$ cat src/rtl/simd_mult_stream.sv
// Purpose     : pairs unsigned (a,b) beats onto the two 8x8 lanes of a SIMD-split DSP and returns products in input order.
// Latency     : out_valid rises three cycles after the accepting edge of a pair's last beat (DSP_LAT+2 cycles after the issue cycle).
// Backpressure: in_ready is high only while at least two result slots are unclaimed; out_ready stalls pop from the result FIFO.
//
// Ports:
//   clk, rst_n                        clock, asynchronous active-low reset
//   in_valid/in_ready/in_a/in_b/in_last  operand stream; in_last flushes an unpaired beat as a single
//   a0,b0,a1,b1                       registered lane operands towards the DSP input registers
//   z0,z1                             lane products returned from the DSP
//   out_valid/out_ready/out_z         product stream, same order as the operand beats

// Purpose     : result FIFO with a dual write port (one or two entries per edge) and a single read port.
// Latency     : a write is visible at the head on the cycle after the write edge.
// Backpressure: none internally; the writer guarantees space, overflow is flagged by an assertion.
//
// Ports:
//   wr_vld/wr_two/wr_dat0/wr_dat1   write wr_dat0, and also wr_dat1 when wr_two, in one edge
//   rd_rdy/rd_vld/rd_dat            pop interface, rd_dat is the head entry
//   count                           current occupancy (0..DEPTH)
module simd_mult_stream_fifo #(
    parameter int W     = 16,
    parameter int DEPTH = 4,
    parameter int CW    = $clog2(DEPTH + 1)
) (
    input  logic          clk,
    input  logic          rst_n,
    input  logic          wr_vld,
    input  logic          wr_two,
    input  logic [W-1:0]  wr_dat0,
    input  logic [W-1:0]  wr_dat1,
    input  logic          rd_rdy,
    output logic          rd_vld,
    output logic [W-1:0]  rd_dat,
    output logic [CW-1:0] count
);
    localparam int PW = $clog2(DEPTH);

    logic [W-1:0]  mem [DEPTH];
    logic [PW-1:0] wr_ptr;
    logic [PW-1:0] rd_ptr;
    logic [CW-1:0] wr_n;
    logic          pop;

    assign rd_vld = (count != '0);
    assign rd_dat = mem[rd_ptr];
    assign pop    = rd_vld & rd_rdy;

    always_comb begin
        wr_n = '0;
        if (wr_vld) begin
            wr_n = wr_two ? CW'(2) : CW'(1);
        end
    end

    // Storage carries no reset; occupancy and pointers alone define validity.
    always_ff @(posedge clk) begin
        if (wr_vld) begin
            mem[wr_ptr] <= wr_dat0;
            if (wr_two) begin
                mem[wr_ptr + 1'b1] <= wr_dat1;
            end
        end
    end

    // DEPTH is a power of two, so pointer arithmetic wraps on its own.
    always_ff @(posedge clk or negedge rst_n) begin
        if (!rst_n) begin
            wr_ptr <= '0;
            rd_ptr <= '0;
            count  <= '0;
        end else begin
            wr_ptr <= wr_ptr + PW'(wr_n);
            if (pop) begin
                rd_ptr <= rd_ptr + 1'b1;
            end
            count <= count + wr_n - CW'(pop);
        end
    end

    no_overflow: assert property (@(posedge clk) disable iff (!rst_n)
        ({1'b0, count} + {1'b0, wr_n} <= (CW+1)'(DEPTH) + (CW+1)'(pop)));
endmodule

module simd_mult_stream #(
    parameter int A_W        = 8,
    parameter int B_W        = 8,
    parameter int Z_W        = 16,
    parameter int DSP_LAT    = 1,
    parameter int FIFO_DEPTH = 4
) (
    input  logic           clk,
    input  logic           rst_n,
    input  logic           in_valid,
    output logic           in_ready,
    input  logic [A_W-1:0] in_a,
    input  logic [B_W-1:0] in_b,
    input  logic           in_last,
    output logic [A_W-1:0] a0,
    output logic [B_W-1:0] b0,
    output logic [A_W-1:0] a1,
    output logic [B_W-1:0] b1,
    input  logic [Z_W-1:0] z0,
    input  logic [Z_W-1:0] z1,
    output logic           out_valid,
    input  logic           out_ready,
    output logic [Z_W-1:0] out_z
);
    localparam int CW = $clog2(FIFO_DEPTH + 1);
    localparam logic [CW:0] READY_MAX = (CW+1)'(FIFO_DEPTH - 2);

    typedef enum logic {
        EMPTY = 1'b0,
        HALF  = 1'b1
    } pair_state_t;

    pair_state_t    state_q;
    pair_state_t    state_d;
    logic [A_W-1:0] a0_d;
    logic [B_W-1:0] b0_d;
    logic [A_W-1:0] a1_d;
    logic [B_W-1:0] b1_d;
    logic           accept;
    logic           issue_vld;
    logic           issue_two;

    // Delay line: stage 0 is loaded at the accepting edge, stage DSP_LAT is
    // the head that lines up with z0/z1 for that issue.
    logic [DSP_LAT:0] dl_vld_q;
    logic [DSP_LAT:0] dl_two_q;
    logic             head_vld;
    logic             head_two;

    logic [CW-1:0]  inflight_q;
    logic [CW-1:0]  issue_n;
    logic [CW-1:0]  retire_n;
    logic [CW-1:0]  fifo_cnt;
    logic [CW:0]    used_slots;

    // Ready depends only on registered counters so there is no in_valid ->
    // in_ready path. Two free slots cover the worst case of a completed pair.
    // Holding it low during reset keeps the upstream from seeing a ready
    // before the block is running.
    assign used_slots = {1'b0, fifo_cnt} + {1'b0, inflight_q};
    assign in_ready   = rst_n & (used_slots <= READY_MAX);
    assign accept     = in_valid & in_ready;

    assign head_vld = dl_vld_q[DSP_LAT];
    assign head_two = dl_two_q[DSP_LAT];

    always_comb begin
        state_d   = state_q;
        a0_d      = a0;
        b0_d      = b0;
        a1_d      = a1;
        b1_d      = b1;
        issue_vld = 1'b0;
        issue_two = 1'b0;
        if (accept) begin
            unique case (state_q)
                EMPTY: begin
                    a0_d = in_a;
                    b0_d = in_b;
                    if (in_last) begin
                        // Lone beat at a burst end goes out on lane 0;
                        // lane 1 is zeroed and its product is never collected.
                        a1_d      = '0;
                        b1_d      = '0;
                        issue_vld = 1'b1;
                    end else begin
                        state_d = HALF;
                    end
                end
                HALF: begin
                    a1_d      = in_a;
                    b1_d      = in_b;
                    issue_vld = 1'b1;
                    issue_two = 1'b1;
                    state_d   = EMPTY;
                end
                default: state_d = EMPTY;
            endcase
        end
    end

    always_ff @(posedge clk or negedge rst_n) begin
        if (!rst_n) begin
            state_q <= EMPTY;
            a0      <= '0;
            b0      <= '0;
            a1      <= '0;
            b1      <= '0;
        end else begin
            state_q <= state_d;
            a0      <= a0_d;
            b0      <= b0_d;
            a1      <= a1_d;
            b1      <= b1_d;
        end
    end

    // Lane registers may be overwritten at the edge after issue: the DSP
    // input registers sample the old operands at that same edge.
    always_ff @(posedge clk or negedge rst_n) begin
        if (!rst_n) begin
            dl_vld_q <= '0;
            dl_two_q <= '0;
        end else begin
            dl_vld_q[0] <= issue_vld;
            dl_two_q[0] <= issue_two;
            for (int i = 1; i <= DSP_LAT; i++) begin
                dl_vld_q[i] <= dl_vld_q[i-1];
                dl_two_q[i] <= dl_two_q[i-1];
            end
        end
    end

    always_comb begin
        issue_n  = '0;
        retire_n = '0;
        if (issue_vld) begin
            issue_n = issue_two ? CW'(2) : CW'(1);
        end
        if (head_vld) begin
            retire_n = head_two ? CW'(2) : CW'(1);
        end
    end

    // Products move from inflight to the FIFO at the same edge, so the sum
    // used for credit does not change on collection.
    always_ff @(posedge clk or negedge rst_n) begin
        if (!rst_n) begin
            inflight_q <= '0;
        end else begin
            inflight_q <= inflight_q + issue_n - retire_n;
        end
    end

    // z is stored verbatim; Z_W is expected to be at least A_W+B_W.
    simd_mult_stream_fifo #(
        .W     (Z_W),
        .DEPTH (FIFO_DEPTH),
        .CW    (CW)
    ) u_fifo (
        .clk     (clk),
        .rst_n   (rst_n),
        .wr_vld  (head_vld),
        .wr_two  (head_two),
        .wr_dat0 (z0),
        .wr_dat1 (z1),
        .rd_rdy  (out_ready),
        .rd_vld  (out_valid),
        .rd_dat  (out_z),
        .count   (fifo_cnt)
    );
endmodule

$ cat config.mk
export PLATFORM = sky130hd
export DESIGN_NAME = simd_mult_stream
export DESIGN_NICKNAME = d
export VERILOG_FILES = /design/src/rtl/simd_mult_stream.sv
export SDC_FILE = /design/constraint.sdc
export NUM_CORES = 1
export LEC_CHECK = 0
export ABC_CLOCK_PERIOD_IN_PS = 7400
export CAP_MARGIN = 15
export CORE_MARGIN = 4
export CORE_UTILIZATION = 56
export DETAILED_ROUTE_END_ITERATION = 16
export HOLD_SLACK_MARGIN = 0.08
export PLACE_DENSITY = 0.95
export SYNTH_ARGS = -nofsm -noshare
export SYNTH_HDL_FRONTEND = slang
export SYNTH_SLANG_ARGS = --single-unit
$ cat constraint.sdc
create_clock -name clk -period 7.4 [get_ports clk]
set_input_delay 1.11 -clock clk [delete_from_list [all_inputs] [get_ports clk]]
set_output_delay 1.11 -clock clk [all_outputs]
set_load 0.05 [all_outputs]
==> metrics.md <==
| Metric | Value |
|---|---|
| Buffers on Ports | `102` |
| Worst slew margin | `29.7%` |
| Final setup viols | `0` |
| Fillcell total | `560` |
| TritonCTS clock tree | `built` |
| Post CTS Setup Buffer Count | `0` |
| Synth Area in XOR/XNOR | `1.36%` |
| Layout net count | `479` |
| Post-DP HPWL | `7370 µm` |
| Die Wd | `104 µm` |
| Worst setup EP type | `output port` |
| Met2 Usage GRT | `36.6%` |
| Clock Latency Late Sink | `0.37 ns` |
| Clock Sinks | `111` |
| Reg clk slew, reported paths | `0.10 ns` |
| Max Clk Rate | `0.262 GHz` |
| Final wirelength | `10700 µm` |
| Synthesized area | `5160 µm²` |
| Root buffer cell | `clkbuf_8` |
| EDFF count, synth | `64` |
| Compound-gate portion of the synthesized area | `3.44%` |
| Critical path fanouts, max | `9` |
| Type of origin of the critical path | `input port` |
| Layout Cells excl Fill | `526` |
| Antenna Violating Nets Remaining | `0` |
| Area Growth Syn to Fin | `25.5%` |
| Gpl congestion | `0.803` |
| Unrepaired setup endpoints after global routing | `false` |
| Routed WL per cell | `20.4 µm` |
| I/O pin count | `103` |
| Multi-input logic area | `1920 µm²` |
| Final hold violations | `0` |
| DP Cell Count | `508` |
| Simple-gate share of the synthesized area | `3.42%` |
| Maximum clock path buffer count | `2` |
| Setup TNS | `0 ns` |
| Worst Path Class, Setup | `input port to output port` |
| Antenna cells | `0` |
| Post-Syn Nets | `376` |
| Die area | `10800 µm²` |
| Max_cap viols | `0` |
| Setup WS post-layout | `3.58 ns` |
| Register area | `3100 µm²` |
| Leading area contributor after synthesis | `edfxtp_1` |
| DRC errors left | `0` |
| Post-route minimum period | `3.82 ns` |
| H-tree depth | `3` |
| Grt peak-use layer | `met2` |
| Power Dens Cells | `393 nW/µm²` |
| Reg2reg setup slack | `4.28 ns` |
| Yosys warns | `0` |
| Post-synthesis adder-cell area fraction | `3.73%` |
| Core Rows | `34` |
| Num CTS Buffers | `9` |
| First-pass DRT Iterations | `4` |
| CP required | `6.29 ns` |
| Share of layout cells above drive strength 1 | `29.7%` |
| Die height | `104 µm` |
| Slew @ Worst Pin | `1.05 ns` |
| Synth Register Bits | `111` |
| Met3 usage | `6.52%` |
| Mux cell area share after synthesis | `25.2%` |
| Total GRT Usage | `20.8%` |
| Top cell type's share of synthesized area | `37.2%` |
| Initial antenna violation count | `0` |
| Met1 usage | `24.8%` |
| Max Slew Vio Count | `0` |
| Pre-CTS WS | `2.91 ns` |
| Vias in the first global route | `3369` |
| Mean area per synthesized cell | `16.6 µm²` |
| Status | `complete, no violations` |
| Ranking of synthesized cells by area | `edfxtp_1 37%, dfrtp_1 23%, mux2_2 15%` |
| Vias per std cell | `5.78` |
| Initial Utilization | `58.3%` |
| Post-cts gate resize count | `0` |
| Critical Path AT | `2.71 ns` |
| Sequential area share after synthesis | `60.0%` |
| Synth Flop Type | `edfxtp_1` |
| Final Util | `73.2%` |
| Cell variety after synth | `34` |
| Iter 0 DRT Violations | `126` |
| Pleak | `2.50 nW` |
| Largest net degree at the start of global routing | `49` |
| Vias | `3039` |
| Ys async rst share | `42.3%` |
| Remaining global-route overflow | `0` |
| Post-synthesis instance total | `310` |
| Hold buffers post-CTS | `0` |
| Final clock skew | `0.0152 ns` |
| Worst IR drop on VDD | `0.000332 V` |
| Hold Path Class | `register to register` |
| Fin crit share | `51.6%` |
| Hold Slack | `0.359 ns` |
| Main combinational cell family by area after synthesis | `multiplexers` |
| First-pass GRT wire length | `17700 µm` |
| Core Footprint | `8850 µm²` |
## logic make-up after synthesis
| logic type | count (synthesis) |
|---|---|
| compound gates | 22 |
| xor+xnor | 8 |
| fa+ha+maj | 13 |
| buf+inv | 30 |
| flops | 111 |
| mux | 96 |
| simple gates | 30 |
## metrics by stage
stage	power, mW	area, µm²
3_5_place_dp	2.21	6250
6_report	2.54	6480
5_1_grt	2.67	6480
2_1_floorplan	1.81	5160
4_1_cts	2.55	6430
3_3_place_gp	2.16	6250
## cell usage in the layout, fill, tap and decap left out, types with 4 or more instances in the layout
cell type and n:
a22o_1 16, buf_4 4, clkbuf_8 9, clkdlybuf4s50_1 101, dfrtp_1 47, edfxtp_1 64
fa_1 4, ha_1 9, inv_1 13, mux2_2 70, mux2_4 10, mux4_2 16
nand2_1 5, xnor2_1 5
## cell usage after synthesis (all sizes together), types with 2 or more instances
master,count
a22o,16
and2,3
and3,2
buf,14
clkbuf,2
dfrtp,47
edfxtp,64
fa,4
ha,9
inv,14
mux2,80
mux4,16
nand2,6
nand3,3
nand4,2
nor2,3
nor2b,3
nor3,3
o21ai,3
or3,2
xnor2,5
xor2,3
## metal layers
| metal | wire length, µm | share of wire (%) |
|---|---|---|
| met4 | 95 | 0.89 |
| met5 | 0 | 0 |
| met1 | 4340 | 41 |
| met2 | 5490 | 51 |
| met3 | 775 | 7.2 |
## registers in the layout, indices dropped and copies added, names as in the netlist
name and count:
u_fifo.mem 64, b1 8, dl_vld_q 2, state_q 1
u_fifo.wr_ptr 2, a0 8, a1 8, dl_two_q 2
inflight_q 3, u_fifo.count 3, u_fifo.rd_ptr 2, b0 8
## worst paths after layout
path                               start              end  cells past startpoint
setup reg to reg           inflight_q[0]    inflight_q[2]                     11
hold reg to reg              dl_vld_q[0]      dl_vld_q[1]                      0
min in group asynchronous          rst_n  u_fifo.count[2]                      1
max in group asynchronous          rst_n    inflight_q[2]                      2
hold / removal               dl_vld_q[0]      dl_vld_q[1]                      0
setup / recovery                   rst_n         in_ready                      5
## worst max-delay path, stage by stage
cell and delay, ns:
buf_2 0.23, nor2b_1 0.27, nand2_1 0.08, nor3_1 0.17
clkdlybuf4s50_1 0.84
## area by class of cell
cell class                      instances  area share (%)
Clock inverter                          6           0.850
Clock buffer                           10            1.97
Inverter                               14           0.811
Multi-Input combinational cell        169            29.6
Tap cell                              108            2.09
Sequential cell                       111            47.8
Timing Repair Buffer                  108            16.9
## power by group
part	internal (mW)	switching, mW	total, mW
sequential	0.800	0.121	0.922
combinational	0.523	0.761	1.28
clock	0.128	0.212	0.340
Power figures use the tool's default switching activity.
